==> src/rtl/mem_init_loader_if.sv <==
// mem_init_loader_if: valid/ready word stream feeding the memory init loader
interface mem_init_loader_if #(
    parameter int DATA_W = 32
);
    logic              in_valid;
    logic [DATA_W-1:0] in_data;
    logic              in_ready;

    modport master (output in_valid, output in_data, input in_ready);
    modport slave  (input in_valid, input in_data, output in_ready);
endinterface

==> src/rtl/mem_init_loader.sv <==
// mem_init_loader: stream-driven boot loader writing core instruction/data memories through debug init ports
module mem_init_loader #(
    parameter int DM_ADDRESS = 9,
    parameter int DATA_W     = 32,
    parameter int CNT_W      = 9
) (
    input  logic                  clk,
    input  logic                  reset,
    mem_init_loader_if.slave      s,
    input  logic                  load_req,
    output logic                  enable_debug,
    output logic [DM_ADDRESS-1:0] debug_addr,
    output logic [DATA_W-1:0]     debug_data1,
    output logic [DATA_W-1:0]     debug_data2,
    output logic [DM_ADDRESS-1:0] debug_inst_addr,
    output logic [DATA_W-1:0]     debug_inst_data1,
    output logic [DATA_W-1:0]     debug_inst_data2,
    output logic                  dm_we,
    output logic                  im_we,
    output logic                  core_start,
    output logic [CNT_W:0]        entry_count,
    output logic                  align_err
);
    typedef enum logic [2:0] {HDR, W1, W2, WR, RUN} state_t;

    state_t                state, state_nxt;
    logic                  xfer;
    logic                  tgt;
    logic [CNT_W-1:0]      cnt;
    logic [DM_ADDRESS-1:0] addr;
    logic [DATA_W-1:0]     d1, d2;
    logic                  hdr_end;
    logic [CNT_W-1:0]      hdr_n;
    logic                  unused_hdr;

    assign xfer       = s.in_valid && s.in_ready;
    assign hdr_end    = s.in_data[31];
    assign hdr_n      = s.in_data[CNT_W-1:0];
    assign unused_hdr = ^{s.in_data[29:16+DM_ADDRESS], s.in_data[15:CNT_W]};

    // State register
    always_ff @(posedge clk) begin
        if (reset) state <= HDR;
        else       state <= state_nxt;
    end

    // Next-state and handshake/hold outputs; the core is held in init mode everywhere except RUN
    always_comb begin
        state_nxt    = state;
        s.in_ready   = (state == HDR) || (state == W1) || (state == W2);
        enable_debug = (state != RUN);
        case (state)
            HDR:     if (xfer) state_nxt = hdr_end ? RUN : (hdr_n == '0 ? HDR : W1);
            W1:      if (xfer) state_nxt = W2;
            W2:      if (xfer) state_nxt = WR;
            WR:      state_nxt = (cnt == CNT_W'(1)) ? HDR : W1;
            RUN:     if (load_req) state_nxt = HDR;
            default: state_nxt = HDR;
        endcase
    end

    // Header latch, payload capture and per-target output registers with one-cycle write strobes
    always_ff @(posedge clk) begin
        if (reset) begin
            tgt              <= 1'b0;
            cnt              <= '0;
            addr             <= '0;
            d1               <= '0;
            d2               <= '0;
            debug_addr       <= '0;
            debug_data1      <= '0;
            debug_data2      <= '0;
            debug_inst_addr  <= '0;
            debug_inst_data1 <= '0;
            debug_inst_data2 <= '0;
            dm_we            <= 1'b0;
            im_we            <= 1'b0;
            core_start       <= 1'b0;
            entry_count      <= '0;
            align_err        <= 1'b0;
        end else begin
            dm_we      <= 1'b0;
            im_we      <= 1'b0;
            core_start <= 1'b0;
            case (state)
                HDR: if (xfer) begin
                    if (hdr_end) core_start <= 1'b1;
                    else if (hdr_n != '0) begin
                        tgt  <= s.in_data[30];
                        cnt  <= hdr_n;
                        addr <= {s.in_data[19 +: DM_ADDRESS-3], 3'b000};
                        if (s.in_data[18:16] != 3'b000) align_err <= 1'b1;
                    end
                end
                W1: if (xfer) d1 <= s.in_data;
                W2: if (xfer) d2 <= s.in_data;
                WR: begin
                    if (tgt) begin
                        debug_addr  <= addr;
                        debug_data1 <= d1;
                        debug_data2 <= d2;
                        dm_we       <= 1'b1;
                    end else begin
                        debug_inst_addr  <= addr;
                        debug_inst_data1 <= d1;
                        debug_inst_data2 <= d2;
                        im_we            <= 1'b1;
                    end
                    entry_count <= (&entry_count) ? entry_count : entry_count + (CNT_W+1)'(1);
                    addr        <= addr + DM_ADDRESS'(8);
                    cnt         <= cnt - CNT_W'(1);
                end
                RUN: if (load_req) entry_count <= '0;
                default: ;
            endcase
        end
    end
endmodule

==> src/flat_wrapper.sv <==
// flat-port wrapper written by rule: the top's interface ports become plain ports
module mem_init_loader_flat 
#(
    parameter int DM_ADDRESS = 9,
    parameter int DATA_W     = 32,
    parameter int CNT_W      = 9
)
  (clk, reset, load_req, enable_debug, debug_addr, debug_data1, debug_data2, debug_inst_addr, debug_inst_data1, debug_inst_data2, dm_we, im_we, core_start, entry_count, align_err, s_in_valid, s_in_data, s_in_ready);
  mem_init_loader_if #(.DATA_W(DATA_W)) s_i ();
  input  logic clk;
  input  logic reset;
  input  logic load_req;
  output logic enable_debug;
  output logic [DM_ADDRESS-1:0] debug_addr;
  output logic [DATA_W-1:0] debug_data1;
  output logic [DATA_W-1:0] debug_data2;
  output logic [DM_ADDRESS-1:0] debug_inst_addr;
  output logic [DATA_W-1:0] debug_inst_data1;
  output logic [DATA_W-1:0] debug_inst_data2;
  output logic dm_we;
  output logic im_we;
  output logic core_start;
  output logic [CNT_W:0] entry_count;
  output logic align_err;
  input wire logic [$bits(s_i.in_valid)-1:0] s_in_valid;
  input wire logic [$bits(s_i.in_data)-1:0] s_in_data;
  output wire logic [$bits(s_i.in_ready)-1:0] s_in_ready;
  assign s_i.in_valid = s_in_valid;
  assign s_i.in_data = s_in_data;
  assign s_in_ready = s_i.in_ready;
  mem_init_loader #(.DM_ADDRESS(DM_ADDRESS), .DATA_W(DATA_W), .CNT_W(CNT_W)) u_core (.clk(clk), .reset(reset), .s(s_i), .load_req(load_req), .enable_debug(enable_debug), .debug_addr(debug_addr), .debug_data1(debug_data1), .debug_data2(debug_data2), .debug_inst_addr(debug_inst_addr), .debug_inst_data1(debug_inst_data1), .debug_inst_data2(debug_inst_data2), .dm_we(dm_we), .im_we(im_we), .core_start(core_start), .entry_count(entry_count), .align_err(align_err));
endmodule
==> config.mk <==
export PLATFORM = sky130hd
export DESIGN_NAME = mem_init_loader_flat
export DESIGN_NICKNAME = d
export VERILOG_FILES = /design/src/rtl/mem_init_loader_if.sv /design/src/rtl/mem_init_loader.sv /design/src/flat_wrapper.sv
export SDC_FILE = /design/constraint.sdc
export NUM_CORES = 1
export LEC_CHECK = 0
export ABC_CLOCK_PERIOD_IN_PS = 4700
export BUFFER_PORTS_ARGS = -buffer_cell sky130_fd_sc_hd__buf_2
export CORE_MARGIN = 2
export CORE_UTILIZATION = 58
export DETAILED_ROUTE_END_ITERATION = 12
export PLACE_DENSITY = 0.85
export SKIP_LAST_GASP = 1
export SYNTH_ARGS = -nofsm -noshare
export SYNTH_HDL_FRONTEND = slang
export SYNTH_SLANG_ARGS = --single-unit
==> constraint.sdc <==
create_clock -name clk -period 4.7 [get_ports clk]
set_input_delay 0 -clock clk [delete_from_list [all_inputs] [get_ports clk]]
set_output_delay 0 -clock clk [all_outputs]
set_load 0.02 [all_outputs]
==> results of run 1 <==
## worst paths after layout
| kind | from | endpoint | slack (ns) | cells past startpoint |
|---|---|---|---|---|
| worst max-delay path | u_core.state[0]$_SDFFE_PP0P_ | u_core.debug_inst_data1[20]$_SDFFE_PP0P_ | 1.83 | 5 |
| worst min register to register | u_core.debug_inst_data2[16]$_SDFFE_PP0P_ | u_core.debug_inst_data2[16]$_SDFFE_PP0P_ | 0.45 | 2 |
| worst min-delay path | reset | u_core.align_err$_SDFFE_PP0P_ | 0.11 | 2 |
| worst max register to register | u_core.state[0]$_SDFFE_PP0P_ | u_core.debug_inst_data1[20]$_SDFFE_PP0P_ | 1.83 | 5 |
## cells by family after synthesis
family	after synthesis	share of synthesized area (%)
other cells	1	0.04271
simple gates	513	23.91
buf+inv	95	4.603
fa+ha+maj	4	0.5701
mux	2	0.2280
flops	237	54.04
compound gates	265	16.30
xor+xnor	3	0.2993
## worst max-delay path: cells and delay by family, from the launching register on
family	cells	cell delay, ns
AND/OR/NAND/NOR	3	1.60
buffers and inverters	1	0.51
flip-flops	1	0.49
AO/OA/AOI/OAI	1	0.16
## cell type report
class,count,area share [%]
flip-flops and latches,237,43.99
multi-input cells,793,33.97
inverters,10,0.3480
repair buffers,231,12.49
clock buffers,33,6.056
well taps,184,2.135
clock inverters,6,1.009
## stage by stage
| stage | total power [mW] | worst slack [ns] | instance area, sq um | utilization (%) |
|---|---|---|---|---|
| final | 4.121 | 1.831 | 10790 | 73.65 |
| after CTS | 4.123 | 1.857 | 10790 | 73.65 |
| after global routing | 4.233 | 1.594 | 10790 | 73.65 |
| after detailed placement | 2.269 | 1.939 | 9683 | 66.12 |
| after floorplan | 2.212 | 2.884 | 8798 | - |
| after global placement | 2.268 | 2.122 | 9683 | 66.12 |
## registers in the layout (all words and copies together), names as in the netlist, 3 cells and up
register,count
u_core.d1,32
u_core.d2,32
u_core.debug_data1,32
u_core.debug_data2,32
u_core.debug_inst_data1,32
u_core.debug_inst_data2,32
u_core.entry_count,10
u_core.cnt,9
u_core.addr,6
u_core.debug_addr,6
u_core.debug_inst_addr,6
u_core.state,3
## cells in the mapped netlist, drive strengths merged (2+ instances only)
| master | number | area share, % |
|---|---|---|
| o21ai | 12 | 0.68 |
| nand4 | 3 | 0.21 |
| ha | 4 | 0.57 |
| a31oi | 6 | 0.43 |
| a211oi | 4 | 0.40 |
| buf | 18 | 1.3 |
| or2 | 2 | 0.14 |
| nand3 | 6 | 0.34 |
| dfxtp | 237 | 54 |
| a21oi | 223 | 13 |
| or3 | 2 | 0.16 |
| and2 | 5 | 0.36 |
| inv | 10 | 0.43 |
| nor2 | 28 | 1.2 |
| nor3 | 13 | 0.74 |
| mux2i | 2 | 0.23 |
| nand2 | 427 | 18 |
| a21o | 4 | 0.34 |
| and3b | 2 | 0.21 |
| xnor2 | 2 | 0.20 |
| a221oi | 2 | 0.34 |
| o31ai | 2 | 0.17 |
| clkbuf | 67 | 2.9 |
| nor2b | 3 | 0.21 |
| nand2b | 2 | 0.17 |
| nor4 | 4 | 0.46 |
| and3 | 3 | 0.21 |
| or4 | 3 | 0.30 |
| nand3b | 4 | 0.34 |
## routing by layer
layer | share of wire, % | global-route usage, %
met5 | 0 | 0
met4 | 2.7 | 10.80
met3 | 9.0 | 5.025
met2 | 46 | 46.77
met1 | 42 | 41.66
## cells in the final DEF, fill, tap and decap left out, types with 10 or more instances in the layout
cell           count
o21ai_0           10
dfxtp_1          237
nand2_1          426
nor2_1            27
a21oi_1          222
buf_2            190
clkbuf_16         23
inv_1             10
dlygate4sd3_1     34
nor3_1            13
## report_power, final
part	internal, mW	total, mW	switching [mW]
combinational	0.0681	0.194	0.126
sequential	2.03	2.06	0.0278
clock	1.13	1.87	0.739
total	3.23	4.12	0.893
==> qor.csv, run 1 <==
stage,metric,value,unit
run_status,status,"complete, no violations",
route,vias per inst,5.661,
clock_tree,Root Driver,clkbuf_16,
timing,Final Max Tran Viols,0,
worst_hold_path,HP Class,input port to flop,
layout,Layout area overhead,22.84,%
placed_design,routability cong.,0.8860,
layout,FF/Latch Area,0.004745,sq mm
layout,area occupied by multi-input gates,0.003664,sq mm
route,Initial DRC Count,844,
critical_path,Setup CP Type,flop to flop,
timing,max frequency,348.6,MHz
route,routed len/inst,16.71,um
layout,layout net count,1336,
synth,"FFs w/ async S/R, synth",0,%
floorplan,I/O pin total,198,
critical_path,"Largest stage delay, worst path",0.87,ns
route,Final Routed Wirelength,24960,um
clock_tree,hold_buf cts,34,
timing,Fin Hold WS,0.1066,ns
synth,number of synthesized flops with an enable pin,0,
clock_tree,Longest Clk Path Bufs,3,
synth,YS warnings,0,
route,DR pass1 iterations,5,
synth,Mean Syn Cell Area,7.839,sq um
clock_tree,Post-CTS Setup Bufs,0,
critical_path,Worst Path Max Fanout,39,
power_and_ir_drop,leakage,4.226,nW
timing,headroom to the max-slew limit,18.47,%
placed_design,Final HPWL DP,15810,um
route,DRC viols,0,
floorplan,Placement Rows,44,
global_route,GR Overflow Total,0,
clock_tree,clock buffer count from CTS,23,
clock_tree,clock sinks,237,
clock_tree,post-cts sizing count,0,
timing,period utilisation layout,61.03,%
floorplan,initial core utilization,59.95,%
global_route,antenna violations before repair,0,
layout,FILL cells,1162,
synth,synthesized area,0.008780,sq mm
layout,Final Non-Filler Cells,1494,
floorplan,Die X,127.0,um
global_route,vias in the first global route,7558,
placed_design,buffers added on ports,191,
clock_tree,H-tree lvl count,1,
global_route,largest net degree at the start of global routing,142,
timing,Final Hold Viols,0,
layout,layout cells sized above 1,18.78,%
critical_path,crit path capture type,flop,
critical_path,startpoint types,flop,
global_route,first-pass GRT wire length,38870,um
clock_tree,clock-pin slew on the worst setup and hold paths,0.06,ns
synth,ys flop type,dfxtp_1,
run,# Max-Cap Violations,0,
power_and_ir_drop,Peak VDD IR,0.0003356,V
critical_path,CP max-delay cell,nor2_4,
placed_design,placed cell count,1421,
clock_tree,CTS tree,yes,
synth,synth unique cells,61,
timing,RSZ-0062 raised after global routing,false,
critical_path,Worst Path Arrival,3.28,ns
layout,Ant. Diodes,0,
timing,Setup TNS Final,0,ns
synth,"Seq/Total Area, Yosys",54.04,%
route,total number of vias,8458,
global_route,gr usage total,29.74,%
critical_path,CP cell instances,nand3b_1 > nor2_4 > buf_4 > nand2_1 > a21oi_1,
timing,Period minus WS final,2.869,ns
clock_tree,Worst-Skew Late Latency,0.50,ns
floorplan,die area,0.01614,sq mm
floorplan,core area,0.01464,sq mm
floorplan,Die Y,127.0,um
timing,Final Skew,0.007506,ns
timing,Worst Tran Pin Value,1.223,ns
power_and_ir_drop,power per cell area,382.1,mW/mm^2
critical_path,critical path data required time,5.11,ns
synth,"FF+latch count, synth",237,
synth,Post-Synthesis Cells,1120,
timing,Setup Viol. Count Final,0,
route,antenna-violating nets left,0,
Power figures use the tool's default switching activity.
==> run 2: changes to the inputs <==
- ABC_CLOCK_PERIOD_IN_PS: 4700 -> 2900
- CORE_UTILIZATION: 58 -> 54
- PLACE_DENSITY: 0.85 -> 0.8
- clock period: 4.7 -> 2.9 ns (I/O delays scaled with it)
==> qor.csv, run 2 (synthesized netlist as in run 1, its figures left out) <==
stage,metric,value,unit,change
floorplan,I/O pin total,198,,unchanged
timing,Fin Hold WS,0.3034,ns,was 0.1066 ns
floorplan,core area,0.01589,sq mm,was 0.01464 sq mm
route,Final Routed Wirelength,25750,um,was 24960 um
clock_tree,clock-pin slew on the worst setup and hold paths,0.06,ns,about the same
critical_path,startpoint types,flop,,unchanged
global_route,vias in the first global route,7640,,was 7558
power_and_ir_drop,power per cell area,602.1,mW/mm^2,was 382.1 mW/mm^2
critical_path,CP max-delay cell,nor3_1,,was nor2_4
floorplan,die area,0.01729,sq mm,was 0.01614 sq mm
timing,period utilisation layout,71.15,%,
critical_path,critical path data required time,2.90,ns,was 5.11 ns
power_and_ir_drop,Comb power frac,4.9,%,was 4.7%
layout,FILL cells,1336,,was 1162
layout,Layout area overhead,24.58,%,was 22.84%
timing,headroom to the max-slew limit,55.95,%,was 18.47%
timing,max frequency,484.7,MHz,
layout,layout net count,1350,,was 1336
placed_design,Final HPWL DP,16760,um,was 15810 um
critical_path,cell mode on critical path,inv_1,,
route,Initial DRC Count,1053,,was 844
route,antenna-violating nets left,0,,unchanged
floorplan,initial core utilization,55.27,%,was 59.95%
route,routed len/inst,16.67,um,was 16.71 um
power_and_ir_drop,leakage,4.290,nW,was 4.226 nW
critical_path,R2R setup slack,0.90,ns,was 1.83 ns
layout,FF/Latch Area,0.004745,sq mm,unchanged
clock_tree,Post-CTS Setup Bufs,0,,unchanged
global_route,first-pass GRT wire length,40500,um,was 38870 um
timing,Worst Tran Pin Value,0.6557,ns,was 1.223 ns
placed_design,routability cong.,0.8866,,was 0.8860
timing,RSZ-0062 raised after global routing,false,,unchanged
route,total number of vias,8471,,was 8458
placed_design,Placed Area,0.009838,sq mm,was 0.009683 sq mm
placed_design,buffers added on ports,191,,unchanged
timing,Setup Viol. Count Final,0,,unchanged
clock_tree,Longest Clk Path Bufs,3,,unchanged
power_and_ir_drop,clock share of power,44.4,%,was 45.3%
critical_path,Setup CP Type,flop to output port,,was flop to flop
clock_tree,hold_buf cts,35,,was 34
route,DRC viols,0,,unchanged
critical_path,Worst Path Arrival,2.06,ns,was 3.28 ns
worst_hold_path,Hold Path Stages,4,,was 2
global_route,largest net degree at the start of global routing,87,,was 142
worst_hold_path,HP Class,input port to flop,,unchanged
power_and_ir_drop,Tot Pwr,6.586,mW,was 4.121 mW
clock_tree,clock sinks,237,,unchanged
floorplan,Die X,131.5,um,was 127.0 um
layout,most frequent cells in the layout,"426 x nand2_1, 237 x dfxtp_1, 222 x a21oi_1, 190 x buf_2, 35 x dlygate4sd3_1",,"was 426 x nand2_1, 237 x dfxtp_1, 222 x a21oi_1, 190 x buf_2, 34 x dlygate4sd3_1"
layout,layout cells sized above 1,19.58,%,was 18.78%
clock_tree,clock buffer count from CTS,24,,was 23
power_and_ir_drop,sequential share of power,50.7,%,was 50.0%
clock_tree,CTS tree,yes,,unchanged
power_and_ir_drop,Sw Pwr,1.509,mW,was 0.8934 mW
global_route,GR Overflow Total,0,,unchanged
floorplan,Placement Rows,46,,was 44
clock_tree,Worst-Skew Late Latency,0.52,ns,was 0.50 ns
layout,final instance area,0.01094,sq mm,was 0.01079 sq mm
timing,Period minus WS final,2.063,ns,
layout,area occupied by multi-input gates,0.003664,sq mm,unchanged
global_route,antenna violations before repair,1,,was 0
power_and_ir_drop,Peak VDD IR,0.0004121,V,was 0.0003356 V
power_and_ir_drop,Int Pwr,5.078,mW,was 3.227 mW
clock_tree,H-tree lvl count,1,,unchanged
critical_path,Worst Path Max Fanout,8,,was 39
run_status,status,"complete, no violations",,unchanged
timing,Setup TNS Final,0,ns,unchanged
critical_path,"Largest stage delay, worst path",0.56,ns,was 0.87 ns
route,vias per inst,5.483,,was 5.661
floorplan,Die Y,131.5,um,was 127.0 um
run,# Max-Cap Violations,0,,unchanged
global_route,gr usage total,28.70,%,was 29.74%
route,DR pass1 iterations,5,,unchanged
clock_tree,Root Driver,clkbuf_16,,unchanged
power_and_ir_drop,Sw Share,22.91,%,was 21.68%
timing,Final Max Tran Viols,0,,unchanged
layout,"most common cell after layout, fill and taps aside",nand2_1,,unchanged
timing,Final Skew,0.01223,ns,was 0.007506 ns
critical_path,R2R cell count,5,,unchanged
timing,Final Hold Viols,0,,unchanged
critical_path,crit path capture type,output port,,was flop
clock_tree,post-cts sizing count,0,,unchanged
critical_path,CP cell instances,inv_1 > nor3_1 > inv_1 > buf_2,,was nand3b_1 > nor2_4 > buf_4 > nand2_1 > a21oi_1
## run 2: area by class of cell
class                      count  area share [%]
sequential                   237           43.38
tap                          216           2.471
inverter                      10          0.3432
antenna                        1         0.02288
clock buffer                  38           6.429
clock inverter                 6          0.4004
timing repair buffer         244           13.46
multi-input combinational    793           33.49
## run 2: per-layer routing
layer | track usage, % | vias to the layer above | part of all wire, %
met1 | 39.61 | 3936 | 42
met3 | 5.401 | 71 | 8.4
met4 | 11.84 | 0 | 4.1
met5 | 0 | - | 0
met2 | 44.36 | 400 | 45
li1 | - | 4064 | -
## run 2: per-stage QoR
step	setup slack, ns	instances	util [%]
after detailed placement	0.9290	1465	61.93
after floorplan	1.084	1125	-
after global routing	0.5796	1545	68.86
after CTS	0.8391	1544	68.84
final	0.8368	1545	68.86
after global placement	1.034	1465	61.93
## run 2: worst max-delay path: cells and delay by family (launching register included)
kind | cells | cell delay (ns)
buf+inv | 3 | 0.56
simple gates | 1 | 0.56
flops | 1 | 0.43
## run 2: power groups by stage
stage | clock [mW] | sequential (mW) | combinational (mW)
after global routing | 3.09 | 3.34 | 0.349
after global placement | 0 | 3.41 | 0.273
after floorplan | 0 | 3.40 | 0.190
after CTS | 2.96 | 3.34 | 0.315
after detailed placement | 0 | 3.41 | 0.274
final | 2.92 | 3.34 | 0.323
## run 2: path summary, 6_finish.rpt
path / start / to
setup / recovery: u_core.state[2]$_SDFFE_PP0P_ / enable_debug
hold / removal: s_in_data[12] / u_core.d1[12]$_SDFFE_PP0P_
setup reg to reg: u_core.state[0]$_SDFFE_PP0P_ / u_core.addr[5]$_SDFFE_PP0P_
hold reg to reg: u_core.debug_data2[8]$_SDFFE_PP0P_ / u_core.debug_data2[8]$_SDFFE_PP0P_
